## config.mk

```make
export PLATFORM = sky130hd
export DESIGN_NAME = tx_core_self_contained
export DESIGN_NICKNAME = d
export VERILOG_FILES = /design/src/rtl/tx_core_self_contained_pkg.sv /design/src/rtl/tx_core_self_contained_counter.sv /design/src/rtl/tx_core_self_contained.sv
export SDC_FILE = /design/constraint.sdc
export NUM_CORES = 1
export LEC_CHECK = 0
export CAP_MARGIN = 20
export CORE_MARGIN = 5
export CORE_UTILIZATION = 49
export CTS_CLUSTER_DIAMETER = 150
export DETAILED_ROUTE_END_ITERATION = 10
export PLACE_DENSITY_LB_ADDON = 0.05
export SLEW_MARGIN = 20
export SYNTH_ARGS = -nofsm -noshare
export SYNTH_HDL_FRONTEND = slang
export SYNTH_SLANG_ARGS = --single-unit
```

## constraint.sdc

```tcl
create_clock -name clk -period 2.5 [get_ports clk]
set_input_delay 0.5 -clock clk [delete_from_list [all_inputs] [get_ports clk]]
set_output_delay 0.5 -clock clk [all_outputs]
set_load 0.1 [all_outputs]
```

## src/rtl/tx_core_self_contained_pkg.sv

```systemverilog
// Shared types, line-level constants and the parity helper for the serial transmitter.
package tx_core_self_contained_pkg;

  typedef enum logic [2:0] {
    S_IDLE   = 3'd0,
    S_START  = 3'd1,
    S_DATA   = 3'd2,
    S_PARITY = 3'd3,
    S_STOP1  = 3'd4,
    S_STOP2  = 3'd5,
    S_GUARD  = 3'd6
  } tx_state_e;

  localparam logic LVL_START = 1'b0;
  localparam logic LVL_STOP  = 1'b1;

  // Parity bit that gives data+parity an even (odd=0) or odd (odd=1) count of ones.
  function automatic logic parityBit(input logic [7:0] data, input logic odd);
    return (^data) ^ odd;
  endfunction

endpackage

```

## src/rtl/tx_core_self_contained_counter.sv

```systemverilog
// Tick prescaler plus per-bit tick counter; wrap_o marks the last tick of a bit.
module Counter #(
  parameter int WIDTH      = 13,
  parameter int WIDTH_INIT = 1
) (
  input  logic                  clk,
  input  logic                  nReset,
  input  logic                  clear_i,
  input  logic [WIDTH_INIT-1:0] divider_i,
  input  logic [WIDTH-1:0]      terminal_i,
  output logic                  tick_o,
  output logic                  wrap_o,
  output logic [WIDTH-1:0]      count_o
);

  logic [WIDTH_INIT-1:0] presc_q, presc_d;
  logic [WIDTH-1:0]      count_q, count_d;

  always_comb begin
    tick_o  = !clear_i && (presc_q == divider_i);
    wrap_o  = tick_o && (count_q == terminal_i);
    presc_d = presc_q + 1'b1;
    count_d = count_q;
    if (tick_o) begin
      presc_d = '0;
      count_d = wrap_o ? '0 : count_q + 1'b1;
    end
    if (clear_i) begin
      presc_d = '0;
      count_d = '0;
    end
  end

  always_ff @(posedge clk or negedge nReset) begin
    if (!nReset) begin
      presc_q <= '0;
      count_q <= '0;
    end else begin
      presc_q <= presc_d;
      count_q <= count_d;
    end
  end

  assign count_o = count_q;

endmodule

```

## src/rtl/tx_core_self_contained.sv

```systemverilog
// Byte-wide asynchronous serial transmitter with parity and one/two stop bits.
// Define TX_ERROR_SIGNAL_EN to add receiver error-signal detection and retransmission.
module tx_core_self_contained
  import tx_core_self_contained_pkg::*;
#(
  parameter int   DIVIDER_WIDTH       = 1,
  parameter int   CLOCK_PER_BIT_WIDTH = 13,
  parameter logic START_BIT           = LVL_START,
  parameter logic STOP_BIT1           = LVL_STOP,
  parameter logic STOP_BIT2           = LVL_STOP,
  parameter int   MAX_RETRIES         = 4
) (
  input  logic                           clk,
  input  logic                           nReset,
  input  logic [7:0]                     dataIn,
  input  logic                           loadDataIn,
  input  logic [DIVIDER_WIDTH-1:0]       clkPerCycle,
  input  logic [CLOCK_PER_BIT_WIDTH-1:0] clocksPerBit,
  input  logic                           stopBit2,
  input  logic                           oddParity,
  input  logic                           msbFirst,
  input  logic                           ackFlags,
  input  logic                           serialIn,
  output logic                           serialOut,
  output logic                           full,
  output logic                           run,
  output logic                           endOfTx,
  output logic                           overrunErrorFlag,
  output logic                           errorSignalFlag,
  output logic                           frameErrorFlag
);

  localparam int CPBW = CLOCK_PER_BIT_WIDTH;
  localparam int RW   = (MAX_RETRIES < 1) ? 1 : $clog2(MAX_RETRIES + 1);

  tx_state_e          state_q, state_d;
  logic               full_q, full_d;
  logic [2:0]         idx_q, idx_d;
  logic [RW-1:0]      retry_q, retry_d;
  logic               errDet_q, errDet_d;
  logic               ovr_q, ovr_d, errSig_q, errSig_d, frmErr_q, frmErr_d;

  logic [7:0]               hold_q, data_q;
  logic [DIVIDER_WIDTH-1:0] div_q;
  logic [CPBW-1:0]          cpb_q;
  logic                     stop2_q, odd_q, msb_q;

  logic            tick, bitEnd;
  logic [CPBW-1:0] bitCount;
  logic            loadOk, startFrame, frameEnd, sampleEn, errHit, errAny;

  Counter #(
    .WIDTH      (CPBW),
    .WIDTH_INIT (DIVIDER_WIDTH)
  ) u_counter (
    .clk        (clk),
    .nReset     (nReset),
    .clear_i    (state_q == S_IDLE),
    .divider_i  (div_q),
    .terminal_i (cpb_q),
    .tick_o     (tick),
    .wrap_o     (bitEnd),
    .count_o    (bitCount)
  );

`ifdef TX_ERROR_SIGNAL_EN
  logic [CPBW:0] halfSum;
  assign halfSum  = {1'b0, cpb_q} + 1'b1;
  assign sampleEn = (state_q == S_STOP1) && tick && (bitCount == halfSum[CPBW:1]);
`else
  logic unusedCount;
  assign unusedCount = tick ^ (^bitCount);
  assign sampleEn    = 1'b0;
`endif

  assign loadOk = loadDataIn && !full_q;
  assign errHit = sampleEn && (serialIn == 1'b0);
  assign errAny = errDet_q || errHit;

  always_ff @(posedge clk or negedge nReset) begin
    if (!nReset) begin
      state_q  <= S_IDLE;
      full_q   <= 1'b0;
      idx_q    <= '0;
      retry_q  <= '0;
      errDet_q <= 1'b0;
      ovr_q    <= 1'b0;
      errSig_q <= 1'b0;
      frmErr_q <= 1'b0;
    end else begin
      state_q  <= state_d;
      full_q   <= full_d;
      idx_q    <= idx_d;
      retry_q  <= retry_d;
      errDet_q <= errDet_d;
      ovr_q    <= ovr_d;
      errSig_q <= errSig_d;
      frmErr_q <= frmErr_d;
    end
  end

  // Payload and per-frame configuration carry no reset; full_q gates their use.
  always_ff @(posedge clk) begin
    if (loadOk) hold_q <= dataIn;
    if (startFrame) begin
      data_q  <= hold_q;
      div_q   <= clkPerCycle;
      cpb_q   <= clocksPerBit;
      stop2_q <= stopBit2;
      odd_q   <= oddParity;
      msb_q   <= msbFirst;
    end
  end

  always_comb begin
    state_d    = state_q;
    idx_d      = idx_q;
    retry_d    = retry_q;
    errDet_d   = errDet_q || errHit;
    startFrame = 1'b0;
    frameEnd   = 1'b0;
    case (state_q)
      S_IDLE:   if (full_q) startFrame = 1'b1;
      S_START:  if (bitEnd) begin state_d = S_DATA; idx_d = '0; end
      S_DATA:   if (bitEnd) begin
                  idx_d = idx_q + 3'd1;
                  if (idx_q == 3'd7) state_d = S_PARITY;
                end
      S_PARITY: if (bitEnd) begin state_d = S_STOP1; errDet_d = 1'b0; end
      S_STOP1:  if (bitEnd) begin
                  if (errAny && (retry_q != RW'(MAX_RETRIES))) begin
                    state_d = S_GUARD;
                    idx_d   = '0;
                    retry_d = retry_q + 1'b1;
                  end else if (errAny || !stop2_q) frameEnd = 1'b1;
                  else state_d = S_STOP2;
                end
      S_STOP2:  if (bitEnd) frameEnd = 1'b1;
`ifdef TX_ERROR_SIGNAL_EN
      // Two idle bit times, then resend the byte already in data_q.
      S_GUARD:  if (bitEnd) begin
                  if (idx_q == 3'd1) state_d = S_START;
                  else idx_d = idx_q + 3'd1;
                end
`endif
      default:  state_d = S_IDLE;
    endcase
    if (frameEnd) begin
      if (full_q) startFrame = 1'b1;
      else state_d = S_IDLE;
    end
    if (startFrame) begin
      state_d = S_START;
      retry_d = '0;
    end
  end

  always_comb begin
    full_d = full_q;
    if (startFrame) full_d = 1'b0;
    if (loadOk) full_d = 1'b1;
    ovr_d    = ackFlags ? 1'b0 : ovr_q;
    errSig_d = ackFlags ? 1'b0 : errSig_q;
    frmErr_d = ackFlags ? 1'b0 : frmErr_q;
    if (loadDataIn && full_q) ovr_d = 1'b1;
    if (errHit) errSig_d = 1'b1;
    if (frameEnd && errAny) frmErr_d = 1'b1;
  end

  always_comb begin
    serialOut = STOP_BIT1;
    case (state_q)
      S_START:  serialOut = START_BIT;
      S_DATA:   serialOut = msb_q ? data_q[~idx_q] : data_q[idx_q];
      S_PARITY: serialOut = parityBit(data_q, odd_q);
      S_STOP2:  serialOut = STOP_BIT2;
      default:  serialOut = STOP_BIT1;
    endcase
    full             = full_q;
    run              = (state_q != S_IDLE);
    endOfTx          = frameEnd;
    overrunErrorFlag = ovr_q;
    errorSignalFlag  = errSig_q;
    frameErrorFlag   = frmErr_q;
  end

endmodule

```

==> metrics.md <==
| Metric | Value |
|---|---|
| Hold Path Cell Cnt | 0 |
| Cell taking the most area after synthesis | edfxtp_1 |
| MaxCap Viol Count | 0 |
| Highest Clock Rate | 379 MHz |
| Synth top area share | 37.4% |
| Final hold slack | 0.428 ns |
| Synthesis-stage register bit count | 55 |
| Via density | 5.38 |
| Fin. max-slew vios | 0 |
| CTS sink count | 55 |
| WL final | 5310 µm |
| Die H | 83.5 µm |
| HP Start | hold_q[3] |
| Final GP Congestion | 0.821 |
| Cell Rows | 26 |
| Final worst slack | -0.142 ns |
| Core box area | between 0.005 and 0.006 mm² |
| HPWL after DPL | approximately 3600 µm |
| CTS max path bufs | 2 |
| N_diodes | 0 |
| Failing checks | negative setup slack |
| DR iter-0 viols | 148 |
| Placed Cells | about 320 |
| I/O pin cnt | 37 |
| Pre-CTS setup slack | 0.0159 ns |
| CTS clock-pin slew for the worst setup and hold paths | around 0.11 ns |
| Finished Cell Area | 0.00339 mm² |
| Critical path arrival | 2.14 ns |
| TritonRoute pass-1 iters | 4 |
| Worst reg2reg path depth | 6 |
| Met2 Use GR | 23.3% |
| Die ar. | ~0.0070 mm² |
| Worst-Skew Late Latency | 0.31 ns |
| PD cells | 504 mW/mm² |
| Layout area overhead | 27.8% |
| Post-synthesis cell area | 0.00265 mm² |
| FF-to-FF Start | u_counter.count_o[8] |
| Fin util | around two thirds |
| Hold-fix buffers, CTS | 0 |
| Synth Instances | 219 |
| Setup Skew | 0.00720 ns |
| Global Route Usage Sum | 15.4% |
| Setup_tns | -0.176 ns |
| Synth cell count leaders | 33 x edfxtp_1, 22 x dfrtp_1, 20 x nand2_1 |
| Period Utilization, post-route | 106% |
| CP required | 2.00 ns |
| CTS Root Cell | clkbuf_8 |
| Number of buffers created by CTS | 5 |
| RSZ-0062 raised after global routing | yes |
| FF-to-FF End | data_q[7] |
| Count leader, synth | edfxtp_1 |
| CTS H-tree lvls | 2 |
| Met3 Usage GRT | 4.54% |
| IO buf count | 33 |
| Area contributors post-synth | edfxtp_1 37%, dfrtp_1 21%, xor2_1 5.0% |
| Asr flop ratio synth | 40.0% |
| Maximum vdd drop | between 0.3 and 0.4 mV |
| Relative slew slack | between 60% and 70% |
| CTS tree | built |
| DP Area | roughly 0.0031 mm² |
| Ys flop type | edfxtp_1 |
| Avg WL per Cell | 15.7 µm |
| Min-Delay Endpoint | data_q[3] |
| Met1 Usage GRT | 21.4% |
| Post-synth EDFFs | 33 |
| Final Setup Violations | 2 |
| Vias | around 1.8k |
| Worst Max-Slew Pin Slew | approximately 0.53 ns |
| Ys Warns | 0 |
| Flop2flop setup slack | 0.16 ns |
| Hold Vio Cnt, Final | 0 |
| Crit Path Category | reg2out |
| Startpoint Class | flip-flop |
| Hold WC Path Type | reg2reg |
| Die X | 83.5 µm |
| Largest fanout on the critical path | 2 |
| Outcome | complete, but fails checks |
| Synth cell types | 41 |
| Non-Filler Instances | 338 |
| Post-DRT Antenna Nets | 0 |
| Pleak | about 1.3 nW |
| # fillers | roughly 380 |
| Design Power | roughly 1.7 mW |
| # nets final | 300 |
| Min cycle time layout | 2.64 ns |
| Antenna violations before repair | 0 |
| Pin count of the biggest net entering global routing | 26 |
| Initial Util | around 50% |
| GR peak layer | met2 |
| Vias in the first global route | 1783 |
| Worst setup EP type | output port |
| First-pass GRT wire length | 8530 µm |
| Remaining global-route overflow | 0 |
| Part of the Yosys area used for sequential elements | between 50% and 60% |
| DR DRC count | 0 |
| Avg Inst Size Synth | 12.1 µm² |
| Layout cell share with drive strength beyond 1 | roughly 18% |
[cells by family (layout without fill, tap and decap cells)]
logic type,count (synthesis),count (layout),synth area share [%]
AO/OA/AOI/OAI,37,39,8.79
XOR/XNOR,22,22,7.79
adder cells (fa/ha/maj),3,3,1.42
buffers and inverters,20,66,3.35
flip-flops,55,55,58.2
multiplexers,11,11,6.09
other,1,2,0.142
AND/OR/NAND/NOR,70,70,14.2
[final cells by class]
| class | instances | area, µm² | share of cell area, % |
|---|---|---|---|
| clock inverters | 3 | 55.1 | 1.63 |
| well taps | 70 | 87.6 | 2.59 |
| repair buffers | 49 | 488 | 14.4 |
| clock buffers | 5 | 68.8 | 2.03 |
| inverters | 9 | 33.8 | 0.998 |
| flip-flops and latches | 55 | 1540 | 45.6 |
| multi-input cells | 147 | 1110 | 32.7 |
[registers in the layout (all words and copies together), names as in the netlist]
| register | count |
|---|---|
| cpb_q | 13 |
| data_q | 8 |
| div_q | 1 |
| full | 1 |
| hold_q | 8 |
| idx_q | 3 |
| msb_q | 1 |
| odd_q | 1 |
| overrunErrorFlag | 1 |
| state_q | 3 |
| stop2_q | 1 |
| u_counter.count_o | 13 |
| u_counter.presc_q | 1 |
[routing by layer]
metal	up-vias	share of wire, %
met5	-	0
met4	0	1.0
met3	6	6.0
met2	46	44
met1	862	49
li1	906	-
[power by group]
group	switching, mW	internal, mW
registers	0.00781	0.971
logic	0.0564	0.0466
clock network	0.315	0.309
total	0.379	1.33
[worst max-delay path: stages, from the launching register on]
cell and delay [ns]:
dfrtp_1 0.44, xor2_1 0.17, nor4_2 0.37, nand4_1 0.25
nor4_4 0.38, buf_12 0.22
[worst max-delay path by stage]
stage	from	end	slack (ns)	cells past startpoint
after CTS	u_counter.count_o[8]	endOfTx	-0.15	5
after floorplan	u_counter.count_o[1]	cpb_q[0]	-0.51	5
after detailed placement	u_counter.count_o[1]	cpb_q[3]	0.02	5
after global placement	u_counter.count_o[1]	cpb_q[3]	0.07	5
final	u_counter.count_o[8]	endOfTx	-0.14	5
after global routing	u_counter.count_o[8]	endOfTx	-0.30	5
[what timing repair did]
| item | CTS | global route |
|---|---|---|
| gates cloned | 0 | 2 |
| pin swaps | 6 | 1 |
| endpoints found under the hold margin | 0 | 0 |
| resized for setup | 6 | 3 |
| buffers inserted | 6 | 0 |
| endpoints found under the setup margin | 27 | 27 |
[cell usage in the layout, fill, tap and decap left out, types with 5 or more instances in the layout]
master / instances
xor2_1: 15
nand2_1: 18
clkbuf_8: 5
edfxtp_1: 33
clkdlybuf4s50_1: 28
o21ai_0: 7
a31oi_1: 8
dfrtp_1: 20
a21oi_1: 7
mux2i_1: 6
inv_1: 8
nand4_1: 6
nand3_1: 8
buf_4: 17
nor2_1: 8
Power figures use the tool's default switching activity.
